--- src/rtl/alu_operand_sequencer.sv ---
// Board front end for the 32-bit ALU: collects A, B and opcode on load presses,
// waits a settle time, then captures result/flags. Optional build macro: ALU_ACC_CHAIN_EN.
module alu_operand_sequencer #(
    parameter int WIDTH         = 32,
    parameter int SETTLE_CYCLES = 2
) (
    input  logic             clk,
    input  logic             rst,
    input  logic [WIDTH-1:0] data_in,
    input  logic [3:0]       op_in,
    input  logic             load_btn,
    input  logic             clear,
    input  logic [WIDTH-1:0] alu_y,
    input  logic             alu_n,
    input  logic             alu_z,
    input  logic             alu_c,
    input  logic             alu_v,
    output logic [WIDTH-1:0] alu_a,
    output logic [WIDTH-1:0] alu_b,
    output logic [3:0]       alu_op,
    output logic [WIDTH-1:0] result,
    output logic [3:0]       flags,
    output logic [2:0]       stage,
    output logic             done,
    output logic             err
);
    // state  | meaning
    // S_A    | waiting for operand A press
    // S_B    | waiting for operand B press
    // S_OP   | waiting for opcode press
    // S_EXEC | ALU inputs settling, counting down to capture
    // S_SHOW | result/flags valid for display
    // S_ERR  | invalid opcode entered, next press re-enters opcode
    typedef enum logic [2:0] {
        S_A    = 3'd0,
        S_B    = 3'd1,
        S_OP   = 3'd2,
        S_EXEC = 3'd3,
        S_SHOW = 3'd4,
        S_ERR  = 3'd5
    } state_t;

    localparam int CW = (SETTLE_CYCLES > 1) ? $clog2(SETTLE_CYCLES) : 1;

    state_t           state_q, state_d;
    logic [CW-1:0]    cnt_q, cnt_d;
    logic             load_prev;
    logic             ld;
    logic [WIDTH-1:0] a_d, b_d, res_d;
    logic [3:0]       op_d, flags_d;
    logic             done_d, err_d;

    assign ld = load_btn & ~load_prev;

    always_ff @(posedge clk or posedge rst) begin
        if (rst) begin
            state_q   <= S_A;
            cnt_q     <= '0;
            load_prev <= 1'b0;
            alu_a     <= '0;
            alu_b     <= '0;
            alu_op    <= '0;
            result    <= '0;
            flags     <= '0;
            done      <= 1'b0;
            err       <= 1'b0;
        end else begin
            state_q   <= state_d;
            cnt_q     <= cnt_d;
            load_prev <= load_btn;
            alu_a     <= a_d;
            alu_b     <= b_d;
            alu_op    <= op_d;
            result    <= res_d;
            flags     <= flags_d;
            done      <= done_d;
            err       <= err_d;
        end
    end

    always_comb begin
        state_d = state_q;
        cnt_d   = cnt_q;
        a_d     = alu_a;
        b_d     = alu_b;
        op_d    = alu_op;
        res_d   = result;
        flags_d = flags;
        done_d  = done;
        err_d   = err;
        if (clear) begin
            state_d = S_A;
            cnt_d   = '0;
            a_d     = '0;
            b_d     = '0;
            op_d    = '0;
            res_d   = '0;
            flags_d = '0;
            done_d  = 1'b0;
            err_d   = 1'b0;
        end else begin
            case (state_q)
                S_A: if (ld) begin
                    a_d     = data_in;
                    state_d = S_B;
                end
                S_B: if (ld) begin
                    b_d     = data_in;
                    state_d = S_OP;
                end
                S_OP: if (ld) begin
                    if (op_in <= 4'd9) begin
                        op_d    = op_in;
                        // counts down from SETTLE_CYCLES-1; capture on terminal count
                        cnt_d   = CW'(SETTLE_CYCLES - 1);
                        state_d = S_EXEC;
                    end else begin
                        err_d   = 1'b1;
                        state_d = S_ERR;
                    end
                end
                S_EXEC: begin
                    if (cnt_q == '0) begin
                        res_d   = alu_y;
                        flags_d = {alu_n, alu_z, alu_c, alu_v};
                        done_d  = 1'b1;
                        state_d = S_SHOW;
                    end else begin
                        cnt_d = cnt_q - CW'(1);
                    end
                end
                S_SHOW: if (ld) begin
                    done_d  = 1'b0;
`ifdef ALU_ACC_CHAIN_EN
                    a_d     = result;
                    state_d = S_B;
`else
                    state_d = S_A;
`endif
                end
                S_ERR: if (ld) begin
                    err_d   = 1'b0;
                    state_d = S_OP;
                end
                default: state_d = S_A;
            endcase
        end
    end

    assign stage = state_q;

endmodule

--- config.mk ---
export PLATFORM = sky130hd
export DESIGN_NAME = alu_operand_sequencer
export DESIGN_NICKNAME = d
export VERILOG_FILES = /design/src/rtl/alu_operand_sequencer.sv
export SDC_FILE = /design/constraint.sdc
export NUM_CORES = 1
export LEC_CHECK = 0
export BUFFER_PORTS_ARGS = -buffer_cell sky130_fd_sc_hd__clkbuf_2
export CAP_MARGIN = 20
export CORE_MARGIN = 5
export CORE_UTILIZATION = 49
export DETAILED_ROUTE_END_ITERATION = 10
export GPL_TIMING_DRIVEN = 0
export PLACE_DENSITY = 0.77
export SETUP_SLACK_MARGIN = 0.02
export SLEW_MARGIN = 25
export SYNTH_ARGS = -nofsm -noshare
export SYNTH_HDL_FRONTEND = slang
export SYNTH_SLANG_ARGS = --single-unit
--- constraint.sdc ---
create_clock -name clk -period 3.7 [get_ports clk]
set_clock_uncertainty 0.1 [all_clocks]
set_input_delay 0.37 -clock clk [delete_from_list [all_inputs] [get_ports clk]]
set_output_delay 0.37 -clock clk [all_outputs]
set_load 0.005 [all_outputs]
After elaboration in Yosys (flattened, before gate mapping)

Index checks and enable logic that the tools add are counted.

$add $sub $neg: 1
Multiply operators: 0
Divide/modulo/power cells: 0
Magnitude comparators: 1
Equal/unequal tests: 14
Shift operators: 0
Muxes and demuxes: 36
Bitwise gates (word level): 2
Reductions and logical operators: 19

Operator list:

| cell                                                                  | number |
|---|---|
| 32-bit 2-to-1 mux                                                     | 8 |
| 4-bit 2-to-1 mux                                                      | 7 |
| 3-bit 2-to-1 mux                                                      | 7 |
| 3-bit != test, second input constant                                  | 7 |
| 3-bit one-hot mux with 5 select lines                                 | 1 |
| 2-bit nonzero test                                                    | 6 |
| 1-bit 2-to-1 mux                                                      | 10 |
| 3-bit AND reduction                                                   | 3 |
| 3-bit nonzero test                                                    | 3 |
| 3-bit by 2-bit equality test with 1-bit output, second input constant | 2 |
| 3-bit equality test, second input constant                            | 2 |
| 1-bit one-hot mux with 2 select lines                                 | 3 |
| 2-bit AND reduction                                                   | 3 |
| 5-bit AND reduction                                                   | 1 |
| 4-bit less-or-equal comparator, second input constant                 | 1 |
| 4-bit AND reduction                                                   | 1 |
| 3-bit by 1-bit equality test with 1-bit output, second input constant | 1 |
| 3-bit zero test                                                       | 1 |
| 3-bit by 1-bit != test with 1-bit output, second input constant       | 1 |
| 2-bit != test, second input constant                                  | 1 |
| 2-bit OR reduction                                                    | 1 |
| 1-bit bitwise AND                                                     | 1 |
| 1-bit NOT                                                             | 1 |
| 1-bit subtractor, second input constant                               | 1 |

Flip-flop bits (word level): 111
Bits in latches: 0
Memory bits (writable): 0
Memory bits (read-only): 0
Bits of input ports: 76
Output and inout port bits: 109
Word-level logic and storage cells: 83
Memories: 0

Depth between registers and ports, before layout

Depth after elaboration: 5
Depth in mapped cells: 7
Depth with buffers taken out: 3

Worst setup path after synthesis

No wires, ideal clock.

Path type: reg2reg
Start: reg state_q[2] (netlist: stage[2])
End: reg alu_b[0]
Library setup time: 0.136 ns
Arrival time: 1.450 ns
Data required time: 3.464 ns
Slack: 2.014 ns
Stages on the path, launching flop included: 8
Buffers on the path: 4
Period minus slack after synthesis: 1.686 ns
Cells stage by stage: dfrtp_1 -> buf_6 -> or3b_1 -> buf_2 -> buf_6 -> buf_6 -> o21ai_1 -> a21oi_1

Longest elaborated chain between the ends: 3

RTL lines:

| what                                           | RTL line | text |
|---|---|---|
| from (decl)                                    | 45       | `state_t state_q, state_d;` |
| from (signal assigned)                         | 68       | `state_q <= state_d;` |
| 3-bit by 1-bit equality test with 1-bit output | 102      | `case (state_q)` |
| 2-bit nonzero test (no line)                   | -        |  |
| 2-bit AND reduction (no line)                  | -        |  |
| to (signal assigned)                           | 61       | `alu_b <= '0;` |
| to (signal assigned)                           | 72       | `alu_b <= b_d;` |
| to (decl)                                      | 19       | `output logic [WIDTH-1:0] alu_b,` |

No other way between the ends.
A chain may end at the register's enable or synchronous reset.

Worst setup path in the final report

Start: reg state_q[0] (netlist: stage[0])
End: reg alu_a[10]

Longest elaborated chain between the ends: 3

RTL lines:

| what                          | RTL line | text |
|---|---|---|
| 3-bit zero test               | 102      |  |
| 2-bit nonzero test (no line)  | -        |  |
| 2-bit AND reduction (no line) | -        |  |
| to (signal assigned)          | 60       | `alu_a <= '0;` |
| to (signal assigned)          | 71       | `alu_a <= a_d;` |
| to (decl)                     | 18       | `output logic [WIDTH-1:0] alu_a,` |

No other way between the ends.

==> summary.txt <==
Setup path
  – CP endpoint: alu_a[10]
  – Worst Reg-to-Reg Cells: 5
  – Kind of critical path: flop to flop
  – Crit-path max FO: 10
  – Worst setup EP type: flop
  – R2r endpoint: alu_a[10]
  – Worst EP required: between 3 and 4 ns
  – Crit path DAT: between 2 and 2.5 ns
  – R2R setup slack: 1.80 ns
  – RR Startpoint: stage[0]
  – Worst Setup SP: stage[0]
  – Critical Path Source Type: flop

GRT
  – Vias in the first global route: roughly 4.5k
  – GR Overflow Total: 0
  – Largest net degree at the start of global routing: 64
  – First-pass GRT wire length: about 22000 µm
  – Initial antenna violation count: 0
  – GRT Total Usage: 0.244

Finish
  – Util after Layout: 0.637
  – ANT cells: 0
  – Layout area overhead: 28.5%
  – Layout cell share with drive strength beyond 1: 0.309
  – Nets: just under 800

Clock tree
  – Clock Sink Count: 111
  – CTS Buf Count: 9
  – H-tree depth: 3
  – Root Buffer: clkbuf_8
  – CTS max path bufs: 2
  – Clk_lat worst skew: approximately 0.36 ns
  – CTS resizes: 0
  – CTS tree: built
  – Worst-path clk slew: 0.11 ns
  – Post-CTS Setup Repair Bufs: 0

Die
  – Initial Util: 0.495
  – # rows: 36
  – Core ar.: approximately 9600 µm²
  – I/O pin cnt: 185
  – Total die area: between 10000 and 15000 µm²
  – Chip Width: about 110 µm
  – Chip Height: approximately 110 µm

Routing
  – Pre-antenna DRT Iters: 6
  – Total number of vias: 4645
  – Final WL: between 10000 and 15000 µm
  – DR iter-0 viols: around 410
  – Drt drc: 0
  – Antenna-violating nets left: 0
  – WL per Instance: around 17 µm
  – Vias per cell: 5.50

STA
  – Peak Freq: around 530 MHz
  – Unrepaired setup endpoints after global routing: no
  – Tcrit/Tclk final: 0.515
  – Slew Limit Headroom: 0.542
  – Final Max Slew Viols: 0
  – Pin slew with the least headroom to its limit: approximately 0.7 ns
  – Final hold violation count: 0
  – Final setup vio count: 0
  – Fin crit period: about 1.9 ns

Power and ir drop
  – Pwr Density: 463 nW/µm²
  – Leakage: between 2 and 3 nW
  – Peak supply drop: approximately 330 µV
  – Total power: around 0.0028 W

Logic synthesis
  – Synth top cells by count: dfrtp_1 (111), a21oi_1 (105), nand2_1 (72)
  – Synth top area share: 0.585
  – Syn. warnings: 0
  – Synth Area per Inst: 9.32 µm²
  – Synth Cell Area: 4750 µm²
  – Fraction of registers with async set or reset after synthesis: 1.00
  – Synth Flop Type: dfrtp_1
  – EDFF count, synth: 0
  – Most frequent cell after synthesis: dfrtp_1
  – Post-synthesis instance total: between 500 and 600
  – Area contributors post-synth: dfrtp_1 (58%), a21oi_1 (11%), nand3_1 (6.8%)
  – Mapped Nets: between 500 and 600
  – Seq/Total Area, Yosys: 0.585
  – Post-synth cell types: 31
  – Leading area contributor after synthesis: dfrtp_1
  – Flops & latches, synth: 111

Run status
  – Run status: complete, no violations

Placement
  – Placed wire-length estimate: 10800 µm
  – Port Buf Inserts: between 150 and 200
  – Routability-driven placement congestion ratio: 0.855

Hold path
  – Class of the worst hold path: input port to flop

Job
  – Max Cap Violations: 0
==> stage by stage <==
stage               cells  TNS, ns  instance area, µm²  setup WS [ns]  hold slack [ns]
floorplan             510        0                4750          0.299            0.301
global placement      827   -92.84                5840         -0.845            0.409
detailed placement    828        0                5870           1.71            0.332
CTS                   845        0                6110           1.79           0.0357
global route          845        0                6110           1.63           0.0337
finish                845        0                6110           1.80           0.0534
==> repair_timing <==
item	in CTS	in global routing
hold buffers	1	0
endpoints found under the setup margin	0	0
endpoints found under the hold margin	48	0
==> layer usage <==
| metal | part of all wire | vias up | routed length (µm) | global-route usage |
|---|---|---|---|---|
| met5 | 0 | - | 0 | 0 |
| met4 | 0.018 | 0 | 257 | 0.0703 |
| met3 | 0.089 | 19 | 1270 | 0.0681 |
| met2 | 0.48 | 240 | 6770 | 0.397 |
| met1 | 0.42 | 2208 | 5940 | 0.321 |
| li1 | - | 2178 | - | - |
==> worst min-delay path by stage <==
stage | endpoint | depth (start not counted) | start
2_1_floorplan | load_prev | 0 | load_btn
3_3_place_gp | result[26] | 2 | result[26]
3_5_place_dp | result[8] | 2 | rst
4_1_cts | load_prev | 1 | load_btn
5_1_grt | load_prev | 1 | load_btn
6_report | load_prev | 1 | load_btn
==> critical path: stages, from the launching register on <==
cell and delay, ns:
dfrtp_1 0.45, buf_2 0.20, nor2_1 0.39, clkbuf_1 0.40
nand3_1 0.16, a21oi_1 0.15
==> sequential cells by signal (all words and copies together) (netlist names) <==
signal,flops
alu_a,32
alu_b,32
alu_op,4
cnt_q,1
done,1
err,1
flags,4
load_prev,1
result,32
stage,3
==> layout by cell type (no fill, tap or decap), types with 2 or more instances in the layout <==
master	instances
clkbuf_2	184
dfrtp_1	111
a21oi_1	105
nand2_1	72
nand3_1	65
o21ai_0	56
clkbuf_1	36
buf_2	10
o21ai_1	10
clkbuf_8	9
o31ai_1	5
nand4_1	4
buf_6	3
nor2b_1	3
nand2b_1	3
mux2_2	3
inv_6	3
nor4bb_1	2
nor2_1	2
o21a_1	2
nor3_1	2
inv_1	2
a31oi_1	2
clkinv_4	2
bufinv_16	2
==> logic make-up after synthesis <==
logic type / synth area share
AND/OR/NAND/NOR: 0.155
multiplexers: 0.00711
AO/OA/AOI/OAI: 0.203
buffers and inverters: 0.0508
flip-flops: 0.585
==> power by group <==
group          leakage [nW]  internal [W]  switching, W  total [W]
clock network         0.110      0.000389      0.000417   0.000806
logic                  1.26      0.000223      0.000450   0.000674
registers              1.53       0.00130     0.0000528    0.00135
total                  2.90       0.00191      0.000920    0.00283
==> layout make-up <==
class | count | area [µm²]
well taps | 133 | 166
repair buffers | 186 | 958
clock inverters | 7 | 103
plain buffers | 51 | 230
fillers | 858 | 3490
inverters | 3 | 16.3
clock buffers | 9 | 124
flip-flops and latches | 111 | 2780
multi-input cells | 345 | 1730
(Power assumes the default switching activity.)
